<file path="src/rtl/mac_seq_pkg.sv">
// ----------------------------------------------------------------------------
// mac_seq_pkg
// Shared definitions for the dot-product sequencer.
//   - mac_seq_state_e : sequencer FSM state encoding
//   - FP32_ZERO       : IEEE-754 +0.0, fed to the MAC when no pair is accepted
//   - DEF_MAC_LAT     : default MAC latency (multiplier stage + adder stage)
//   - DEF_LEN_W       : default width of the vector-length field and counter
// ----------------------------------------------------------------------------
package mac_seq_pkg;

    localparam int          DEF_MAC_LAT = 2;
    localparam int          DEF_LEN_W   = 16;
    localparam logic [31:0] FP32_ZERO   = 32'h0000_0000;

    typedef enum logic [2:0] {
        ST_IDLE  = 3'd0,
        ST_CLEAR = 3'd1,
        ST_FEED  = 3'd2,
        ST_DRAIN = 3'd3,
        ST_DONE  = 3'd4
    } mac_seq_state_e;

endpackage : mac_seq_pkg

</file>
<file path="src/rtl/mac_dot_sequencer.sv">
// ----------------------------------------------------------------------------
// mac_dot_sequencer
// Runs one floating-point dot product on an external pipelined MAC. A start
// command latches the vector length, the MAC is held in clear while its
// pipeline flushes, operand pairs are streamed in, zeros are fed while the
// pipeline drains, and the final accumulator is offered on a result handshake.
//
// Optional feature: define MAC_SEQ_ABORT_EN to add the abort input, which
// returns any non-IDLE state to IDLE at the next edge without a result.
//
// Ports:
//   clk, rst_n        clock, asynchronous active-low reset
//   start, vec_len    start command and number of operand pairs (IDLE only)
//   busy              high whenever the FSM is not in IDLE
//   in_valid/in_ready operand pair handshake, in_a/in_b operands (FP32)
//   mac_clr           active-high clear to the MAC
//   mac_x1, mac_x2    registered MAC operands (zero unless a pair was taken)
//   mac_acc           MAC accumulator output
//   res_valid/res_ready, res_data   result handshake and registered result
//   abort             (MAC_SEQ_ABORT_EN only) cancel the running sequence
//   dbg_state         current FSM state, for observation only
//
// Handshake semantics: a transfer happens on a rising edge where valid and
// ready are both high. in_ready and res_valid are decoded from the registered
// state alone, so neither has a combinational path from its partner signal.
// ----------------------------------------------------------------------------
module mac_dot_sequencer
    import mac_seq_pkg::*;
#(
    parameter int MAC_LAT = DEF_MAC_LAT,
    parameter int LEN_W   = DEF_LEN_W
) (
    input  logic                 clk,
    input  logic                 rst_n,
    input  logic                 start,
    input  logic [LEN_W-1:0]     vec_len,
    output logic                 busy,
    input  logic                 in_valid,
    output logic                 in_ready,
    input  logic [31:0]          in_a,
    input  logic [31:0]          in_b,
    output logic                 mac_clr,
    output logic [31:0]          mac_x1,
    output logic [31:0]          mac_x2,
    input  logic [31:0]          mac_acc,
    output logic                 res_valid,
    input  logic                 res_ready,
    output logic [31:0]          res_data,
`ifdef MAC_SEQ_ABORT_EN
    input  logic                 abort,
`endif
    output mac_seq_state_e       dbg_state
);

    // Shared CLEAR/DRAIN cycle counter; it must reach MAC_LAT.
    localparam int               CYC_W    = $clog2(MAC_LAT + 1);
    localparam logic [CYC_W-1:0] CLR_LAST = CYC_W'(MAC_LAT - 1);
    localparam logic [CYC_W-1:0] DRN_LAST = CYC_W'(MAC_LAT);

    mac_seq_state_e   state_q, state_d;
    logic [LEN_W-1:0] rem_q, rem_d;
    logic [CYC_W-1:0] cyc_q, cyc_d;
    logic             zero_len_q, zero_len_d;
    logic [31:0]      x1_q, x1_d;
    logic [31:0]      x2_q, x2_d;
    logic [31:0]      res_data_q, res_data_d;
    logic             accept;

    always_ff @(posedge clk or negedge rst_n) begin
        if (!rst_n) begin
            state_q    <= ST_IDLE;
            rem_q      <= '0;
            cyc_q      <= '0;
            zero_len_q <= 1'b0;
            x1_q       <= FP32_ZERO;
            x2_q       <= FP32_ZERO;
            res_data_q <= FP32_ZERO;
        end else begin
            state_q    <= state_d;
            rem_q      <= rem_d;
            cyc_q      <= cyc_d;
            zero_len_q <= zero_len_d;
            x1_q       <= x1_d;
            x2_q       <= x2_d;
            res_data_q <= res_data_d;
        end
    end

    always_comb begin
        state_d    = state_q;
        rem_d      = rem_q;
        cyc_d      = cyc_q;
        zero_len_d = zero_len_q;
        x1_d       = FP32_ZERO;
        x2_d       = FP32_ZERO;
        res_data_d = res_data_q;

        busy      = (state_q != ST_IDLE);
        in_ready  = (state_q == ST_FEED);
        res_valid = (state_q == ST_DONE);
        // The MAC only runs while pairs stream in and the pipeline drains.
        mac_clr   = (state_q == ST_IDLE) || (state_q == ST_CLEAR) ||
                    (state_q == ST_DONE);
        accept    = in_ready && in_valid;

        case (state_q)
            ST_IDLE: begin
                if (start) begin
                    if (vec_len != '0) begin
                        rem_d      = vec_len;
                        cyc_d      = '0;
                        zero_len_d = 1'b0;
                        state_d    = ST_CLEAR;
                    end else begin
                        // Empty vector: spend one cycle in DRAIN at its final
                        // count so the result appears one edge after start,
                        // with the captured value forced to zero.
                        rem_d      = '0;
                        cyc_d      = DRN_LAST;
                        zero_len_d = 1'b1;
                        state_d    = ST_DRAIN;
                    end
                end
            end
            ST_CLEAR: begin
                if (cyc_q == CLR_LAST) begin
                    cyc_d   = '0;
                    state_d = ST_FEED;
                end else begin
                    cyc_d = cyc_q + CYC_W'(1);
                end
            end
            ST_FEED: begin
                if (accept) begin
                    x1_d  = in_a;
                    x2_d  = in_b;
                    rem_d = rem_q - LEN_W'(1);
                    if (rem_q == LEN_W'(1)) begin
                        cyc_d   = '0;
                        state_d = ST_DRAIN;
                    end
                end
            end
            ST_DRAIN: begin
                // MAC_LAT+1 zero cycles: the last pair reaches mac_acc after
                // MAC_LAT edges, sampled on the following edge.
                if (cyc_q == DRN_LAST) begin
                    res_data_d = zero_len_q ? FP32_ZERO : mac_acc;
                    cyc_d      = '0;
                    state_d    = ST_DONE;
                end else begin
                    cyc_d = cyc_q + CYC_W'(1);
                end
            end
            ST_DONE: begin
                if (res_ready) begin
                    zero_len_d = 1'b0;
                    state_d    = ST_IDLE;
                end
            end
            default: begin
                state_d = ST_IDLE;
            end
        endcase

`ifdef MAC_SEQ_ABORT_EN
        // Abort overrides every handshake in the same cycle.
        if (abort && (state_q != ST_IDLE)) begin
            state_d    = ST_IDLE;
            rem_d      = '0;
            cyc_d      = '0;
            zero_len_d = 1'b0;
            x1_d       = FP32_ZERO;
            x2_d       = FP32_ZERO;
        end
`endif
    end

    assign mac_x1    = x1_q;
    assign mac_x2    = x2_q;
    assign res_data  = res_data_q;
    assign dbg_state = state_q;

endmodule : mac_dot_sequencer
</file>
<file path="config.mk">
export PLATFORM = sky130hd
export DESIGN_NAME = mac_dot_sequencer
export DESIGN_NICKNAME = d
export VERILOG_FILES = /design/src/rtl/mac_seq_pkg.sv /design/src/rtl/mac_dot_sequencer.sv
export SDC_FILE = /design/constraint.sdc
export NUM_CORES = 1
export LEC_CHECK = 0
export BUFFER_PORTS_ARGS = -buffer_cell sky130_fd_sc_hd__buf_4
export CAP_MARGIN = 20
export CORE_MARGIN = 5
export CORE_UTILIZATION = 47
export DETAILED_ROUTE_END_ITERATION = 8
export GPL_TIMING_DRIVEN = 0
export PLACE_DENSITY_LB_ADDON = 0.1
export SETUP_SLACK_MARGIN = 0.4
export SYNTH_ARGS = -nofsm -noshare
export SYNTH_HDL_FRONTEND = slang
export SYNTH_SLANG_ARGS = --single-unit
</file>
<file path="constraint.sdc">
create_clock -name clk -period 2.35 [get_ports clk]
set_clock_uncertainty 0.2 [all_clocks]
set_input_delay 0.1175 -clock clk [delete_from_list [all_inputs] [get_ports clk]]
set_output_delay 0.1175 -clock clk [all_outputs]
set_load 0.05 [all_outputs]
</file>
[Word-level counts from Yosys, hierarchy flattened]
Cells that the tools add are included.
Storage, ports and cells
  register bits after elaboration: 118
  logic and storage cells: 64
  output and inout port bits: 103
Operators by class
  multiplexer cells: 28
  add/sub/neg operators: 2
  equality and inequality tests: 13
  reduce and logical (&&, ||, !) cells: 14
Operator list (number)
  32-bit 2-to-1 mux: 5
  16-bit 2-to-1 mux: 3
  16-bit one-hot mux with 2 select lines: 1
  3-bit 2-to-1 mux: 6
  16-bit by 1-bit equality test with 1-bit output (second input constant): 1
  16-bit nonzero test: 1
  16-bit by 1-bit subtractor with 16-bit output (second input constant): 1
  3-bit one-hot mux with 5 select lines: 1
  2-bit 2-to-1 mux: 7
  2-bit by 1-bit inequality test with 1-bit output (second input constant): 4
  2-bit one-hot mux with 4 select lines: 1
  3-bit by 2-bit equality test with 1-bit output (second input constant): 2
  3-bit AND reduction: 2
  6-bit AND reduction: 1
  2-bit inequality test (second input constant): 2
  4-bit AND reduction: 1
  2-bit nonzero test: 2
  4-bit nonzero test: 1
  3-bit by 1-bit equality test with 1-bit output (second input constant): 1
  3-bit equality test (second input constant): 1
  3-bit zero test: 1
  1-bit 2-to-1 mux: 3
  3-bit nonzero test: 1
  2-bit by 1-bit adder with 2-bit output (second input constant): 1
  6 further kinds: 7

[Longest topological paths before layout]
Gate-level depths: netlist of the first run.
  word-level depth: 4
  depth in mapped cells: 7
  depth with buffers taken out: 6

[Worst setup path after synthesis of the first run]
Ideal clock, no wire load.
  path type: register to register
  start point: register state_q[1], in the netlist dbg_state[1]
  end point: register rem_q[5]
  slack: 46 ps
  cell stages (with the launch flop): 7
  arrival time: 1982 ps
  clock period less this slack: 2304 ps
  library setup time: 121 ps
  path buffers: 2
  required time: 2029 ps
  path through: dfrtp_1 or3b_1 clkbuf_1 inv_2 buf_2 a41oi_1 o22a_1
On the way
  longest elaborated chain between the ends: 4
  elaborated cells between the ends (all ways): 8
  classes of those cells: eq/ne: 3; mux: 1; reduce/logical: 4
RTL lines
  start, declared: RTL line mac_dot_sequencer.sv:60  | mac_seq_state_e state_q, state_d;
  start signal, assigned: RTL line mac_dot_sequencer.sv:79  | state_q <= state_d;
  3-bit by 2-bit equality test with 1-bit output (*): RTL line mac_dot_sequencer.sv:99  | in_ready = (state_q == ST_FEED);
  net in_ready: RTL line mac_dot_sequencer.sv:39  | output logic in_ready,
  1-bit logical AND: RTL line mac_dot_sequencer.sv:104  | accept = in_ready && in_valid;
  2-bit by 1-bit inequality test with 1-bit output (no source line)
  3-bit AND reduction (no source line)
  end signal, assigned: RTL line mac_dot_sequencer.sv:80  | rem_q <= rem_d;
  end, declared: RTL line mac_dot_sequencer.sv:61  | logic [LEN_W-1:0] rem_q, rem_d;
The timed path passes the listed nets; every way through them passes the cells marked *.
A chain may end at the register's enable or synchronous reset.

[Worst setup path after layout of the first run]
  start point: register rem_q[0]
  end point: register state_q[0], in the netlist dbg_state[0]
On the way
  longest elaborated chain between the ends: 3
RTL lines
  16-bit by 1-bit equality test with 1-bit output: RTL line mac_dot_sequencer.sv:138  | if (rem_q == LEN_W'(1)) begin
  2-bit by 1-bit inequality test with 1-bit output (no source line)
  6-bit AND reduction (no source line)
Every way passes these cells.

==> results of run 1 <==
==> repair_timing <==
action / 4_1_cts / 5_1_grt
endpoints found under the hold margin: 234 / 0
setup buffers: 19 / 12
pin swaps: 11 / 16
setup endpoints to repair: 51 / 117
resized for setup: 43 / 71
hold buffers: 118 / 0
==> layout make-up <==
type                       instances  area, µm²
antenna                            1      2.502
buffer                            28      210.2
clock buffer                      22      462.9
clock inverter                     9      125.1
fill                             435       1121
inverter                           8      37.54
multi-input combinational        301       1989
sequential                       118       2960
tap                              136      170.2
timing repair buffer             369       3152
==> worst min-delay path by stage <==
stage,endpoint,slack [ps],cells after the start
2_1_floorplan,cyc_q[0]$_DFFE_PN0P_,-380,0
3_3_place_gp,dbg_state[2]$_DFFE_PN0P_,120,2
3_5_place_dp,rem_q[4]$_DFFE_PN0P_,-130,1
4_1_cts,mac_x2[27]$_DFF_PN0_,120,3
5_1_grt,mac_x2[14]$_DFF_PN0_,150,3
6_report,mac_x1[27]$_DFF_PN0_,150,3
==> cells in the mapped netlist (2+ instances only) <==
cell / number / area, µm²
a211oi_1: 3 / 22.52
a21oi_1: 14 / 70.07
a2bb2oi_1: 3 / 26.28
a31oi_1: 2 / 12.51
a41oi_1: 3 / 26.28
and2_1: 65 / 406.6
buf_1: 2 / 7.510
buf_2: 5 / 25.02
clkbuf_1: 21 / 78.83
dfrtp_1: 118 / 2953
ha_1: 2 / 25.02
inv_1: 6 / 22.52
inv_2: 2 / 7.510
mux2i_1: 3 / 30.03
nand2_1: 41 / 153.9
nand2b_1: 32 / 200.2
nand3_1: 6 / 30.03
nand4_1: 6 / 37.54
nor2_1: 19 / 71.32
nor2b_1: 7 / 43.79
nor3_1: 5 / 25.02
nor3_2: 3 / 30.03
nor4_1: 4 / 25.02
nor4_2: 3 / 37.54
nor4b_1: 2 / 17.52
o21a_1: 3 / 22.52
o21ai_0: 39 / 195.2
o21ai_1: 9 / 45.04
o22a_1: 2 / 17.52
o32a_1: 2 / 20.02
or3_1: 3 / 18.77
==> state kept, by name, summed over array words and instances, names as in the netlist <==
name / flops
mac_x1: 32
rem_q: 16
cyc_q: 2
mac_x2: 32
dbg_state: 3
res_data: 32
zero_len_q: 1
==> critical path, stage by stage, from the launching register on <==
cell and delay (ps):
dfrtp_2 410, buf_6 130, ha_4 120, nor4b_4 180
nand4_1 240, buf_4 210, buf_4 120, o32a_1 340
nor2_1 120
==> layer usage <==
metal / part of all wire (%) / vias up / wire [µm] / track usage [%]
met4: 4.6 / 0 / 947 / 14.90
li1: - / 2332 / - / -
met3: 9.4 / 86 / 1945 / 11.52
met5: 0 / - / 0 / 0
met1: 35 / 2560 / 7184 / 35.75
met2: 51 / 345 / 10620 / 55.20
==> power by group through the flow <==
stage                     Combinational (mW)  Clock (mW)  Sequential [mW]
final                                   6.18        2.59             3.28
after global routing                    6.47        2.72             3.35
after CTS                               5.56        2.60             3.20
after detailed placement                4.97           0             3.18
after global placement                  4.90           0             3.15
after floorplan                         1.68           0             4.83
==> through the flow <==
| step | instance area [µm²] | hold slack, ps | cells |
|---|---|---|---|
| floorplan | 4935 | -378.1 | 455 |
| global placement | 6749 | 118.9 | 810 |
| detailed placement | 6780 | -126.6 | 811 |
| CTS | 8865 | 115.2 | 979 |
| global route | 9110 | 148.9 | 992 |
| finish | 9110 | 152.7 | 992 |
==> cell families after synthesis <==
group | after synthesis | synth area share [%]
buffers and inverters | 36 | 2.895
and+or+nand+nor | 204 | 23.85
adders and majority gates | 2 | 0.5122
DFF | 118 | 60.45
muxes | 4 | 0.8453
AOI/OAI and AO/OA | 91 | 11.45
==> summary.md, run 1 <==
| Metric | Value |
|---|---|
| First-pass GRT wire length | `31.19 mm` |
| Clk buf depth | `2` |
| Critical hold path startpoint | `in_a[27]` |
| Pint | `6.700 mW` |
| CTS H-tree lvls | `4` |
| Crit path to | `dbg_state[0]$_DFFE_PN0P_` |
| RSZ-0062 raised after global routing | `true` |
| Num CTS Buffers | `17` |
| P&R area growth vs syn | `86.50%` |
| Synth Area per Inst | `10.74 µm²` |
| Clock transition at path regs | `60 ps` |
| Critical path origin | `rem_q[0]$_DFFE_PN0P_` |
| Total wire length | `20.70 mm` |
| Core Area | `10230 µm²` |
| Pwr per Cell Area | `1323 nW/µm²` |
| Synth Cell Area | `4885 µm²` |
| Remaining DRCs | `0` |
| Total clock sinks | `118` |
| GR Overflow Total | `0` |
| Placer Congestion | `0.9033` |
| Pin count of the biggest net entering global routing | `76` |
| Vias in the first global route | `5719` |
| Hold Violations, Final | `0` |
| Combinational Power Share | `51.3%` |
| Most common cell after layout, fill and taps aside | `buf_4` |
| Clock root buffer | `clkbuf_8` |
| Clk Latency, worst-skew pair | `520 ps` |
| Critical Path AT | `2380 ps` |
| Nets@finish | `962` |
| Critical path type | `flop to flop` |
| Max Fclk | `467.6 MHz` |
| Leakage | `4.435 nW` |
| Die area | `12530 µm²` |
| TritonCTS clock tree | `yes` |
| Max Cap Viol | `0` |
| Worst R2R Setup Slack | `210 ps` |
| Primary FF master, synth | `dfrtp_1` |
| Rel. slew slack | `67.08%` |
| Routed vias/inst | `5.366` |
| Worst R2R End | `dbg_state[0]$_DFFE_PN0P_` |
| Final Core Density | `89.04%` |
| Clk pwr share | `21.5%` |
| Register bit count reported by yosys | `118` |
| Worst-Margin Slew | `492.2 ps` |
| Ys async rst share | `100.0%` |
| Synthesis Warnings | `0` |
| Status | `completed` |
| Die W | `111.9 µm` |
| Tmin final | `2139 ps` |
| Die height | `111.9 µm` |
| Critical path launch point type | `flop` |
| Cells after Synth | `455` |
| Initial antenna violation count | `1` |
| Initial Util | `47.74%` |
| Dpl hpwl | `10.99 mm` |
| Row Count | `37` |
| Number of enable flip-flop cells after synthesis | `0` |
| Power share of the sequential group | `27.2%` |
| R2R cell count | `8` |
| Share of cells above drive strength 1 | `40.47%` |
| Net Sw Power | `5.353 mW` |
| 1st-iter DRT viols | `405` |
| Max FO, Critical Path | `3` |
| HP Class | `input pin to flop` |
| Total power | `12.05 mW` |
| Routed wire length per instance | `20.87 µm` |
| Reg2reg start | `rem_q[0]$_DFFE_PN0P_` |
| Final Cycle Share | `91.01%` |
| Most frequent cells in the layout | `buf_4, dlygate4sd3_1, dfrtp_1` |
| Mapped Nets | `574` |
| Num ports | `220` |
| All-Layer GR Usage | `32.16%` |
| Post-DRT Antenna Nets | `0` |
| Slack of the critical path | `211.4 ps` |
| Max-slew violation count | `0` |
| Endpoints failing setup | `0` |
| Max IR drop VDD | `0.7734 mV` |
| Worst setup EP type | `flop` |
| Register area share after synthesis | `60.45%` |
| Iteration count of the initial detailed-routing pass | `5` |
| Post-synth cell types | `51` |
| Fin Setup TNS | `0 ps` |
| Vias | `5323` |
| Port bufs | `219` |
| CP Data Required Time | `2590 ps` |
| Post-place setup slack | `153.6 ps` |
| Sw frac | `44.41%` |
(Power assumes the default switching activity.)
==> run 2, diff against run 1 <==
Settings changed: CORE_MARGIN 5 to unset, REMOVE_ABC_BUFFERS set to 1.
==> summary.md, run 2 (synthesized netlist as in run 1, its figures left out) <==
| Metric | Value |
|---|---|
| CP Data Required Time | `2550 ps` |
| Fin Setup TNS | `0 ps` |
| Die area | `10800 µm²` |
| Final non-filler cell total | `968` |
| Final Cycle Share | `88.81%` |
| Row Count | `36` |
| Pwr per Cell Area | `1322 nW/µm²` |
| Worst-Margin Slew | `795.2 ps` |
| GR Overflow Total | `0` |
| TritonCTS clock tree | `yes` |
| Rel. slew slack | `46.99%` |
| Iteration count of the initial detailed-routing pass | `5` |
| Pin count of the biggest net entering global routing | `67` |
| Critical path launch point type | `flop` |
| Clk Latency, worst-skew pair | `520 ps` |
| Port bufs | `219` |
| Vias | `5349` |
| Status | `completed` |
| Clock transition at path regs | `60 ps` |
| Worst R2R Setup Slack | `260 ps` |
| CTS H-tree lvls | `4` |
| Max IR drop VDD | `0.8371 mV` |
| DP Cell Count | `781` |
| Worst setup EP type | `flop` |
| Clk buf depth | `2` |
| RSZ-0062 raised after global routing | `true` |
| Endpoints failing setup | `0` |
| Max Fclk | `479.2 MHz` |
| Routed vias/inst | `5.526` |
| Placer Congestion | `0.8456` |
| Most common cell after layout, fill and taps aside | `buf_4` |
| Total wire length | `19.55 mm` |
| Hold Violations, Final | `0` |
| Num ports | `220` |
| Nets@finish | `941` |
| Die W | `103.9 µm` |
| First-pass GRT wire length | `27.60 mm` |
| Core Area | `9910 µm²` |
| Post-place setup slack | `-360.0 ps` |
| Slack of the critical path | `263.0 ps` |
| Most frequent cells in the layout | `buf_4, dlygate4sd3_1, dfrtp_1` |
| Initial Util | `49.29%` |
| Total clock sinks | `118` |
| Die height | `103.9 µm` |
| Remaining DRCs | `0` |
| Dpl hpwl | `9.021 mm` |
| Max-slew violation count | `0` |
| HP Class | `input pin to flop` |
| Post-DRT Antenna Nets | `0` |
| Num CTS Buffers | `17` |
| Leakage | `4.326 nW` |
| Max Cap Viol | `0` |
| Critical path type | `flop to flop` |
| Max FO, Critical Path | `3` |
| Initial antenna violation count | `0` |
| P&R area growth vs syn | `82.71%` |
| All-Layer GR Usage | `33.50%` |
| Routed wire length per instance | `20.19 µm` |
| Clock root buffer | `clkbuf_8` |
| 1st-iter DRT viols | `482` |
| Antenna cells | `0` |
| Vias in the first global route | `5248` |
| Critical Path AT | `2290 ps` |
| Share of cells above drive strength 1 | `39.16%` |
| Tmin final | `2087 ps` |
## run 2: cell count changes in the layout (fill, tap and decap cells not counted), moves of 4 or more
cell,delta
buf_2,-7
clkbuf_1,-6
clkbuf_8,-5
clkinv_4,+5
o21ai_0,+4
o21ai_2,-4
## run 2: repair_timing
item | in CTS | in global routing
setup buffers | 19 | 17
setup endpoints to repair | 113 | 22
endpoints found under the hold margin | 234 | 0
gates cloned | 0 | 3
gates resized for setup | 33 | 21
hold buffers | 116 | 0
pin swaps | 7 | 9
## run 2: worst max-delay path, cell delays in order (launching register included)
cell and delay (ps):
dfrtp_1 400, inv_2 110, ha_1 150, nor4b_2 240
nand4_1 190, a221oi_2 330, mux2_1 350
## run 2: power by group
group          switching (mW)  internal [mW]
combinational            3.70           2.14
clock                   0.984           1.62
sequential              0.668           2.69
total                    5.35           6.45
## run 2: cell type report
type	count	area, µm²
timing repair buffer	373	3169
sequential	118	2962
multi-input combinational	304	1989
fill	387	984.7
clock buffer	18	417.9
clock inverter	14	177.7
tap	133	166.4
inverter	8	42.54
## run 2: path summary, 6_finish.rpt
path                                           from                       end  depth (start not counted)
min reg2reg                res_data[20]$_DFFE_PN0P_  res_data[20]$_DFFE_PN0P_                          2
max reg2reg                    rem_q[1]$_DFFE_PN0P_      cyc_q[1]$_DFFE_PN0P_                          6
min in group asynchronous                     rst_n  res_data[17]$_DFFE_PN0P_                          3
min                                        in_valid  dbg_state[0]$_DFFE_PN0P_                          4
max                            rem_q[1]$_DFFE_PN0P_      cyc_q[1]$_DFFE_PN0P_                          6
max in group asynchronous                     rst_n      mac_x2[14]$_DFF_PN0_                          4
## run 2: stage by stage
step | area, µm² | total power [mW] | util (%) | hold WS, ps
finish | 8925 | 11.80 | 90.06 | 74.70
global route | 8925 | 12.21 | 90.06 | 76.42
CTS | 8687 | 11.07 | 87.66 | 89.59
detailed placement | 6640 | 7.872 | 67.01 | -83.94
global placement | 6584 | 7.738 | 66.44 | 121.7
floorplan | 4773 | 6.306 | - | -378.1
## run 2: layer usage
metal	vias up	part of all wire [%]	track usage, %
met5	-	0	0
met4	0	5.6	16.12
met3	105	7.4	8.647
met2	379	52	58.90
met1	2574	35	37.85
li1	2291	-	-
